**src/rtl/dff_pipe_pkg.sv**
```systemverilog
// Shared constants and helpers for the dff_pipe register pipeline.
package dff_pipe_pkg;

  localparam int unsigned MaxWidth = 64;

  // Default reset/flush value for data stages; callers slice to their width.
  localparam logic [MaxWidth-1:0] DefaultRstVal = '0;

  // Bits needed to hold a count in 0..depth inclusive.
  function automatic int unsigned count_width(input int unsigned depth);
    return $clog2(depth + 1);
  endfunction

endpackage

```
**src/rtl/dff_pipe_stage.sv**
```systemverilog
// One pipeline stage: WIDTH data bits plus a valid bit, with load enable and
// synchronous clear to RST_VAL.
module dff_pipe_stage #(
  parameter int unsigned      WIDTH   = 8,
  parameter logic [WIDTH-1:0] RST_VAL = '0
) (
  input  logic             clk_i,
  input  logic             clr_i,
  input  logic             load_i,
  input  logic [WIDTH-1:0] data_i,
  input  logic             valid_i,
  output logic [WIDTH-1:0] data_o,
  output logic             valid_o
);

  logic [WIDTH-1:0] data_d, data_q;
  logic             valid_d, valid_q;

  // Next state: clear wins over load, otherwise hold.
  always_comb begin
    data_d  = data_q;
    valid_d = valid_q;
    if (clr_i) begin
      data_d  = RST_VAL;
      valid_d = 1'b0;
    end else if (load_i) begin
      data_d  = data_i;
      valid_d = valid_i;
    end
  end

  // Stage registers.
  always_ff @(posedge clk_i) begin
    data_q  <= data_d;
    valid_q <= valid_d;
  end

  assign data_o  = data_q;
  assign valid_o = valid_q;

endmodule

```
**src/rtl/dff_pipe.sv**
```systemverilog
// Parameterised shift pipeline of DEPTH data+valid stages with global enable,
// synchronous flush, and a registered count of valid stages.
module dff_pipe
  import dff_pipe_pkg::*;
#(
  parameter int unsigned      WIDTH   = 8,
  parameter int unsigned      DEPTH   = 4,
  parameter logic [WIDTH-1:0] RST_VAL = DefaultRstVal[WIDTH-1:0],
  localparam int unsigned     CW      = count_width(DEPTH)
) (
  input  logic             clk,
  input  logic             rst,
  input  logic             en,
  input  logic             flush,
  input  logic [WIDTH-1:0] d,
  input  logic             in_valid,
  output logic [WIDTH-1:0] q,
  output logic             out_valid,
  output logic [CW-1:0]    count
);

  logic [WIDTH-1:0] data  [DEPTH];
  logic             valid [DEPTH];
  logic             clear;
  logic [CW-1:0]    count_d, count_q;

  // Reset and flush have identical effect on the stages.
  assign clear = rst | flush;

  for (genvar i = 0; i < DEPTH; i++) begin : g_stage
    logic [WIDTH-1:0] stage_data;
    logic             stage_valid;

    if (i == 0) begin : g_head
      assign stage_data  = d;
      assign stage_valid = in_valid;
    end else begin : g_body
      assign stage_data  = data[i-1];
      assign stage_valid = valid[i-1];
    end

    dff_pipe_stage #(
      .WIDTH   (WIDTH),
      .RST_VAL (RST_VAL)
    ) u_stage (
      .clk_i   (clk),
      .clr_i   (clear),
      .load_i  (en),
      .data_i  (stage_data),
      .valid_i (stage_valid),
      .data_o  (data[i]),
      .valid_o (valid[i])
    );
  end

  // Incremental count: one word may enter and one may leave per advance, so the
  // result always equals the popcount and stays within 0..DEPTH.
  always_comb begin
    count_d = count_q;
    if (en) begin
      count_d = count_q + CW'(in_valid) - CW'(valid[DEPTH-1]);
    end
  end

  // Count register, cleared by reset or flush.
  always_ff @(posedge clk) begin
    if (clear) begin
      count_q <= '0;
    end else begin
      count_q <= count_d;
    end
  end

  assign q         = data[DEPTH-1];
  assign out_valid = valid[DEPTH-1];
  assign count     = count_q;

endmodule

```
**config.mk**
```make
export PLATFORM = sky130hd
export DESIGN_NAME = dff_pipe
export DESIGN_NICKNAME = d
export VERILOG_FILES = /design/src/rtl/dff_pipe_pkg.sv /design/src/rtl/dff_pipe_stage.sv /design/src/rtl/dff_pipe.sv
export SDC_FILE = /design/constraint.sdc
export NUM_CORES = 1
export LEC_CHECK = 0
export CAP_MARGIN = 25
export CORE_MARGIN = 2
export CORE_UTILIZATION = 40
export DETAILED_ROUTE_END_ITERATION = 10
export PLACE_DENSITY_LB_ADDON = 0.2
export SLEW_MARGIN = 20
export SYNTH_ARGS = -nofsm -noshare
export SYNTH_HDL_FRONTEND = slang
export SYNTH_SLANG_ARGS = --single-unit
```
**constraint.sdc**
```tcl
create_clock -name clk -period 5.4 [get_ports clk]
set_input_delay 1.08 -clock clk [delete_from_list [all_inputs] [get_ports clk]]
set_output_delay 1.08 -clock clk [all_outputs]
set_load 0.03 [all_outputs]
```
==> flow_summary.html, run 1 <==
<table>
<tr><th>Metric</th><th>Value</th></tr>
<tr><th colspan="2">Finish</th></tr>
<tr><td>Util after Layout</td><td>0.509</td></tr>
<tr><td>Finished layout cell area</td><td>0.00184 sq mm</td></tr>
<tr><td>Synth-to-layout area growth</td><td>24.2%</td></tr>
<tr><td>Share of cells above drive strength 1</td><td>0.0625</td></tr>
<tr><td>Total area of multi-input combinational cells</td><td>611 sq um</td></tr>
<tr><td>FILL cells</td><td>344</td></tr>
<tr><td>Net total in the final layout</td><td>175</td></tr>
<tr><td>Sequential standard cell area</td><td>781 sq um</td></tr>
<tr><td>Antenna cells</td><td>0</td></tr>
<tr><th colspan="2">Clock tree</th></tr>
<tr><td>H-tree levels</td><td>2</td></tr>
<tr><td>TritonCTS clock tree</td><td>built</td></tr>
<tr><td>Number of setup buffers added after CTS</td><td>0</td></tr>
<tr><td>Post-cts hold buffer count</td><td>0</td></tr>
<tr><td>Clock latency on the worst-skew pair</td><td>0.28 ns</td></tr>
<tr><td>Number of buffers inserted during clock tree synthesis</td><td>5</td></tr>
<tr><td>Post-cts repair resize count</td><td>0</td></tr>
<tr><td>Clock-pin slew of the registers on the worst-case setup and hold paths</td><td>0.07 ns</td></tr>
<tr><td>Num Clock Sinks</td><td>39</td></tr>
<tr><td>Maximum buffer depth of the clock tree</td><td>2</td></tr>
<tr><td>Root Buffer</td><td>clkbuf_8</td></tr>
<tr><th colspan="2">Pwr</th></tr>
<tr><td>Total power after layout</td><td>0.608 mW</td></tr>
<tr><td>Reported net switching power</td><td>0.113 mW</td></tr>
<tr><td>Power share of the combinational group</td><td>0.062</td></tr>
<tr><td>Part of the total power dissipated in sequential elements</td><td>0.482</td></tr>
<tr><td>Switch share</td><td>0.187</td></tr>
<tr><td>P per Cell Area</td><td>331 mW/mm^2</td></tr>
<tr><td>Leakage power summed over all cells</td><td>0.770 nW</td></tr>
<tr><td>Maximum VDD drop</td><td>0.000169 V</td></tr>
<tr><td>Design internal power</td><td>0.495 mW</td></tr>
<tr><td>Part of the power in the clock network</td><td>0.456</td></tr>
<tr><th colspan="2">Flow run</th></tr>
<tr><td>Maxcap violations</td><td>0</td></tr>
<tr><th colspan="2">Detailed routing</th></tr>
<tr><td>Drt initial violations</td><td>35</td></tr>
<tr><td>Antenna viol nets, final</td><td>0</td></tr>
<tr><td>Post-route DRC</td><td>0</td></tr>
<tr><td>Count of vias placed by the detailed router</td><td>943</td></tr>
<tr><td>Post-detailed-route via-to-cell ratio</td><td>4.53</td></tr>
<tr><td>Routed len/inst</td><td>11.1 um</td></tr>
<tr><td>First-pass iteration count of the detailed router</td><td>3</td></tr>
<tr><td>Overall routed net length</td><td>2300 um</td></tr>
<tr><th colspan="2">Floorplanning</th></tr>
<tr><td>Site row count</td><td>22</td></tr>
<tr><td>Top-level I/O count</td><td>25</td></tr>
<tr><td>Floorplan die width</td><td>64.8 um</td></tr>
<tr><td>Die Y-Extent</td><td>64.8 um</td></tr>
<tr><td>Starting density of the core</td><td>0.410</td></tr>
<tr><td>Die Outline Area</td><td>0.00420 sq mm</td></tr>
<tr><td>Core area</td><td>0.00361 sq mm</td></tr>
<tr><th colspan="2">Synth</th></tr>
<tr><td>#FFs+latches synth</td><td>39</td></tr>
<tr><td>Multiplexer share of the synthesized area</td><td>0.250</td></tr>
<tr><td>Xor/xnor cell area share of the yosys netlist</td><td>0.00592</td></tr>
<tr><td>Synthesized area</td><td>0.00148 sq mm</td></tr>
<tr><td>Avg Inst Size Synth</td><td>10.8 sq um</td></tr>
<tr><td>Combinational family with the most area after synthesis</td><td>multiplexers</td></tr>
<tr><td>Adder and majority cell fraction of the synthesized area</td><td>0.0305</td></tr>
<tr><td>Nets in the synthesized netlist</td><td>153</td></tr>
<tr><td>Sequential cell area fraction in the yosys report</td><td>0.528</td></tr>
<tr><td>Warning count from the yosys run</td><td>0</td></tr>
<tr><td>Complex-gate fraction of the synthesized area</td><td>0.0144</td></tr>
<tr><td>Simple-Gate Fraction of Synth Area</td><td>0.112</td></tr>
<tr><td>Distinct cell type count after synthesis</td><td>17</td></tr>
<tr><td>Synthesized instance count</td><td>137</td></tr>
<tr><th colspan="2">Worst setup path</th></tr>
<tr><td>CP max stage delay</td><td>0.70 ns</td></tr>
<tr><td>Critical path buffers and inverters</td><td>1</td></tr>
<tr><td>Standard cell with the maximum stage delay on the critical path</td><td>clkdlybuf4s50_1</td></tr>
<tr><td>Crit path max-delay family</td><td>buffers and inverters</td></tr>
<tr><td>Worst Setup End Kind</td><td>output pin</td></tr>
<tr><td>Data required time of the critical path</td><td>4.32 ns</td></tr>
<tr><td>Arr. time, crit path</td><td>1.40 ns</td></tr>
<tr><td>Maximum fanout along the worst path</td><td>4</td></tr>
<tr><td>Critical path launch point type</td><td>register</td></tr>
<tr><td>Critical Path, Cell by Cell</td><td>clkdlybuf4s50_1</td></tr>
<tr><td>Type of the setup path with the least slack</td><td>register to output pin</td></tr>
<tr><th colspan="2">GRT</th></tr>
<tr><td>GRT Overall Usage</td><td>0.123</td></tr>
<tr><td>Leftover overflow at the end of global routing</td><td>0</td></tr>
<tr><td>Number of global-route vias before repair</td><td>857</td></tr>
<tr><td>Antenna violations before repair</td><td>0</td></tr>
<tr><td>Maximum number of pins on one net before global-route repair</td><td>42</td></tr>
<tr><td>Wire length of the first global-routing pass</td><td>3830 um</td></tr>
<tr><th colspan="2">Placement</th></tr>
<tr><td>Half-perimeter wire length after placement</td><td>1520 um</td></tr>
<tr><td>Total cell area at the placement stage</td><td>0.00170 sq mm</td></tr>
<tr><td>IO buf count</td><td>24</td></tr>
<tr><td>Routability Congestion</td><td>0.642</td></tr>
<tr><th colspan="2">STA</th></tr>
<tr><td>Transition time at the pin with the least slew margin</td><td>0.638 ns</td></tr>
<tr><td>Fmax</td><td>403 MHz</td></tr>
<tr><td>Shortest clock period the worst path allows after layout</td><td>2.48 ns</td></tr>
<tr><td>Worst rel slew slack</td><td>0.575</td></tr>
<tr><td>Setup tns final</td><td>0 ns</td></tr>
<tr><td>Layout Skew</td><td>0.00204 ns</td></tr>
<tr><td>Final cycle utilization of the critical path</td><td>0.460</td></tr>
<tr><td>Final max-slew violation count</td><td>0</td></tr>
<tr><td>Unrepaired setup endpoints after global routing</td><td>no</td></tr>
<tr><td>Final Hold Vio Count</td><td>0</td></tr>
<tr><td>Endpoints failing setup</td><td>0</td></tr>
<tr><th colspan="2">Hold path</th></tr>
<tr><td>Path class of the lowest-slack min-delay path</td><td>register to register</td></tr>
<tr><th colspan="2">Outcome</th></tr>
<tr><td>Outcome</td><td>completed</td></tr>
</table>
==> registers in the layout, indices dropped and copies added, names as in the netlist <==
signal / flops
g_stage.u_stage.data_o: 32
g_stage.u_stage.valid_o: 4
count: 3
==> path summary, 6_finish.rpt <==
kind / start / to / slack [ns] / cells past startpoint
hold reg to reg: g_stage[1].u_stage.data_o[0] / g_stage[1].u_stage.data_o[0] / 0.50 / 2
setup reg to reg: count[0] / count[2] / 3.58 / 9
hold / removal: g_stage[1].u_stage.data_o[0] / g_stage[1].u_stage.data_o[0] / 0.50 / 2
setup / recovery: count[1] / count[1] / 2.92 / 1
==> Yosys cell counts <==
cell,instances,share of area
a211o_1,1,0.0059
buf_2,1,0.0034
mux2i_1,37,0.25
buf_6,3,0.023
buf_4,4,0.020
inv_1,4,0.010
clkbuf_1,1,0.0025
nor3_1,1,0.0034
nor2_1,38,0.096
nand3_1,1,0.0034
nand2_1,1,0.0025
ha_1,2,0.017
dfxtp_1,39,0.53
fa_1,1,0.014
xor2_1,1,0.0059
or2_4,1,0.0059
a211oi_2,1,0.0085
==> cell type report <==
type                       instances  share of cell area
clock buffer                       6              0.0395
clock inverter                     2              0.0327
inverter                           4             0.00817
multi-input combinational         85               0.332
sequential                        39               0.425
tap                               48              0.0327
timing repair buffer              24               0.129
==> cell usage in the layout (no fill, tap or decap), drive strengths merged <==
cell and instances:
bufinv 2, xor2 1, nor2 38, dfxtp 39, fa 1, inv 4, clkbuf 6, mux2i 37
ha 2, or2 1, nor3 1, a211oi 1, clkdlybuf4s50 23, nand3 1, nand2 1, a211o 1
buf 1
==> tightest hold or removal path, stage by stage, from the launching register on <==
cell and delay [ns]:
dfxtp_1 0.33, mux2i_1 0.06, nor2_1 0.07
==> stage by stage <==
step                instances  hold slack, ns  setup slack [ns]
floorplan                 137           0.460              3.24
global placement          200           0.473              2.72
detailed placement        200           0.484              2.67
CTS                       208           0.502              2.89
global route              208           0.519              2.86
finish                    208           0.495              2.92
==> cell families (layout without fill, tap and decap cells) <==
group | Yosys count | in the layout
compound gates | 2 | 2
xor+xnor | 1 | 1
fa+ha+maj | 3 | 3
buf+inv | 13 | 36
flops | 39 | 39
mux | 37 | 37
simple gates | 42 | 42
==> power by group through the flow <==
stage	sequential, mW	clock, mW	combinational, mW
global placement	0.300	0	0.0374
global route	0.294	0.301	0.0409
CTS	0.293	0.286	0.0384
floorplan	0.301	0	0.0270
detailed placement	0.300	0	0.0383
finish	0.293	0.278	0.0375
==> metal layers <==
metal | up-vias | GRT usage | part of all wire
met5 | - | 0 | 0
li1 | 490 | - | -
met4 | 0 | 0.0718 | 0.013
met1 | 431 | 0.139 | 0.46
met3 | 4 | 0.0486 | 0.049
met2 | 18 | 0.195 | 0.48
Power figures use the tool's default switching activity.
==> run 2, diff against run 1 <==
Clock period 5.4 ns to 2.6 ns, I/O delays scaled along.
==> run 2 against run 1 <==
Compared with the run above:
- worst setup slack worse by 2.3 ns
- critical path depth did not move
- worst hold slack worse by 0.0018 ns
- sequential cell count unchanged
- largest power group unchanged
==> flow_summary.html, run 2 (same netlist as run 1, synthesis figures left out) <==
<table>
<tr><th>Metric</th><th>Value</th></tr>
<tr><th colspan="2">Outcome</th></tr>
<tr><td>Outcome</td><td>completed</td></tr>
<tr><th colspan="2">GRT</th></tr>
<tr><td>Global-route met2 utilization</td><td>0.191</td></tr>
<tr><td>GRT Overall Usage</td><td>0.125</td></tr>
<tr><td>Global routing's busiest layer</td><td>met2</td></tr>
<tr><td>Number of global-route vias before repair</td><td>928</td></tr>
<tr><td>Leftover overflow at the end of global routing</td><td>0</td></tr>
<tr><td>Met3 track demand over resource</td><td>0.0434</td></tr>
<tr><td>Wire length of the first global-routing pass</td><td>3920 um</td></tr>
<tr><td>Maximum number of pins on one net before global-route repair</td><td>42</td></tr>
<tr><td>Antenna violations before repair</td><td>0</td></tr>
<tr><td>Met1 Resource Use GR</td><td>0.143</td></tr>
<tr><th colspan="2">Worst setup path</th></tr>
<tr><td>Worst Setup End Kind</td><td>output pin</td></tr>
<tr><td>CP max stage delay</td><td>0.71 ns</td></tr>
<tr><td>Critical Path, Cell by Cell</td><td>clkdlybuf4s50_1</td></tr>
<tr><td>Type of the setup path with the least slack</td><td>register to output pin</td></tr>
<tr><td>Data required time of the critical path</td><td>2.08 ns</td></tr>
<tr><td>Standard cell with the maximum stage delay on the critical path</td><td>clkdlybuf4s50_1</td></tr>
<tr><td>Arr. time, crit path</td><td>1.42 ns</td></tr>
<tr><td>Critical path launch point type</td><td>register</td></tr>
<tr><td>Maximum fanout along the worst path</td><td>4</td></tr>
<tr><td>Crit path max-delay family</td><td>buffers and inverters</td></tr>
<tr><td>Critical path buffers and inverters</td><td>1</td></tr>
<tr><th colspan="2">Finish</th></tr>
<tr><td>Most frequent cells in the layout</td><td>dfxtp_1, nor2_1, mux2i_1</td></tr>
<tr><td>Total area of multi-input combinational cells</td><td>611 sq um</td></tr>
<tr><td>Share of cells above drive strength 1</td><td>0.0745</td></tr>
<tr><td>Synth-to-layout area growth</td><td>24.8%</td></tr>
<tr><td>Antenna cells</td><td>0</td></tr>
<tr><td>Number of flip-flops in the largest register</td><td>32</td></tr>
<tr><td>Net total in the final layout</td><td>176</td></tr>
<tr><td>Most common cell after layout, fill and taps aside</td><td>dfxtp_1</td></tr>
<tr><td>Finished layout cell area</td><td>0.00185 sq mm</td></tr>
<tr><td>Sequential standard cell area</td><td>781 sq um</td></tr>
<tr><td>FILL cells</td><td>334</td></tr>
<tr><td>Util after Layout</td><td>0.512</td></tr>
<tr><th colspan="2">Detailed routing</th></tr>
<tr><td>Antenna viol nets, final</td><td>0</td></tr>
<tr><td>Drt initial violations</td><td>56</td></tr>
<tr><td>Count of vias placed by the detailed router</td><td>959</td></tr>
<tr><td>Post-route DRC</td><td>0</td></tr>
<tr><td>Post-detailed-route via-to-cell ratio</td><td>4.59</td></tr>
<tr><td>First-pass iteration count of the detailed router</td><td>4</td></tr>
<tr><td>Routed len/inst</td><td>11.1 um</td></tr>
<tr><td>Overall routed net length</td><td>2310 um</td></tr>
<tr><th colspan="2">STA</th></tr>
<tr><td>Endpoints failing setup</td><td>0</td></tr>
<tr><td>Fmax</td><td>514 MHz</td></tr>
<tr><td>Final cycle utilization of the critical path</td><td>0.748</td></tr>
<tr><td>Setup tns final</td><td>0 ns</td></tr>
<tr><td>Final Hold Vio Count</td><td>0</td></tr>
<tr><td>Shortest clock period the worst path allows after layout</td><td>1.94 ns</td></tr>
<tr><td>Layout Skew</td><td>0.00738 ns</td></tr>
<tr><td>Unrepaired setup endpoints after global routing</td><td>no</td></tr>
<tr><td>Worst rel slew slack</td><td>0.577</td></tr>
<tr><td>Transition time at the pin with the least slew margin</td><td>0.634 ns</td></tr>
<tr><td>Final max-slew violation count</td><td>0</td></tr>
<tr><th colspan="2">Placement</th></tr>
<tr><td>Routability Congestion</td><td>0.654</td></tr>
<tr><td>Half-perimeter wire length after placement</td><td>1490 um</td></tr>
<tr><td>Total cell area at the placement stage</td><td>0.00171 sq mm</td></tr>
<tr><td>IO buf count</td><td>24</td></tr>
<tr><th colspan="2">Clock tree</th></tr>
<tr><td>H-tree levels</td><td>2</td></tr>
<tr><td>Number of buffers inserted during clock tree synthesis</td><td>5</td></tr>
<tr><td>Num Clock Sinks</td><td>39</td></tr>
<tr><td>Post-cts hold buffer count</td><td>0</td></tr>
<tr><td>Clock latency on the worst-skew pair</td><td>0.29 ns</td></tr>
<tr><td>Post-cts repair resize count</td><td>0</td></tr>
<tr><td>Number of setup buffers added after CTS</td><td>0</td></tr>
<tr><td>Maximum buffer depth of the clock tree</td><td>2</td></tr>
<tr><td>Root Buffer</td><td>clkbuf_8</td></tr>
<tr><td>Clock-pin slew of the registers on the worst-case setup and hold paths</td><td>0.08 ns</td></tr>
<tr><td>TritonCTS clock tree</td><td>built</td></tr>
<tr><th colspan="2">Floorplanning</th></tr>
<tr><td>Core area</td><td>0.00361 sq mm</td></tr>
<tr><td>Site row count</td><td>22</td></tr>
<tr><td>Die Outline Area</td><td>0.00420 sq mm</td></tr>
<tr><td>Starting density of the core</td><td>0.410</td></tr>
<tr><td>Floorplan die width</td><td>64.8 um</td></tr>
<tr><td>Top-level I/O count</td><td>25</td></tr>
<tr><td>Die Y-Extent</td><td>64.8 um</td></tr>
<tr><th colspan="2">Hold path</th></tr>
<tr><td>Path class of the lowest-slack min-delay path</td><td>register to register</td></tr>
<tr><th colspan="2">Pwr</th></tr>
<tr><td>Total power after layout</td><td>1.28 mW</td></tr>
<tr><td>P per Cell Area</td><td>692 mW/mm^2</td></tr>
<tr><td>Maximum VDD drop</td><td>0.000447 V</td></tr>
<tr><td>Leakage power summed over all cells</td><td>0.773 nW</td></tr>
<tr><th colspan="2">Flow run</th></tr>
<tr><td>Maxcap violations</td><td>0</td></tr>
</table>
run 2: cell types whose count changed in the layout (fill, tap and decap cells not counted), sizes merged:
cell,previous run,this run
clkinvlp,0,1
buf,1,2
clkbuf,6,5
run 2: per-layer routing:
layer | vias up | part of all wire | wire [um]
met5 | - | 0 | 0
met4 | 0 | 0.029 | 68
met3 | 8 | 0.048 | 111
met2 | 18 | 0.46 | 1060
met1 | 443 | 0.46 | 1070
li1 | 490 | - | -
run 2: through the flow:
| step | hold slack (ns) | instances | worst slack (ns) |
|---|---|---|---|
| 2_1_floorplan | 0.460 | 137 | 0.632 |
| 3_3_place_gp | 0.473 | 201 | 0.475 |
| 3_5_place_dp | 0.485 | 201 | 0.435 |
| 4_1_cts | 0.502 | 209 | 0.645 |
| 5_1_grt | 0.521 | 209 | 0.609 |
| 6_report | 0.494 | 209 | 0.655 |
run 2: final cells by class:
cell class                 count  share of cell area
multi-input combinational     85               0.331
sequential                    39               0.423
timing repair buffer          25               0.132
inverter                       4             0.00814
tap                           48              0.0325
clock buffer                   5              0.0373
clock inverter                 3              0.0366
run 2: final timing paths:
| check | from | endpoint | slack (ns) | depth (start not counted) |
|---|---|---|---|---|
| setup / recovery | count[1] | count[1] | 0.66 | 1 |
| hold reg to reg | g_stage[0].u_stage.data_o[5] | g_stage[0].u_stage.data_o[5] | 0.49 | 2 |
| setup reg to reg | count[0] | count[2] | 0.77 | 9 |
| hold / removal | g_stage[0].u_stage.data_o[5] | g_stage[0].u_stage.data_o[5] | 0.49 | 2 |
run 2: where the power goes:
group          switching (mW)  leakage, nW  internal, mW
clock                   0.207       0.0644         0.382
sequential            0.00445        0.315         0.604
combinational          0.0383        0.394        0.0403
total                   0.249        0.773          1.03
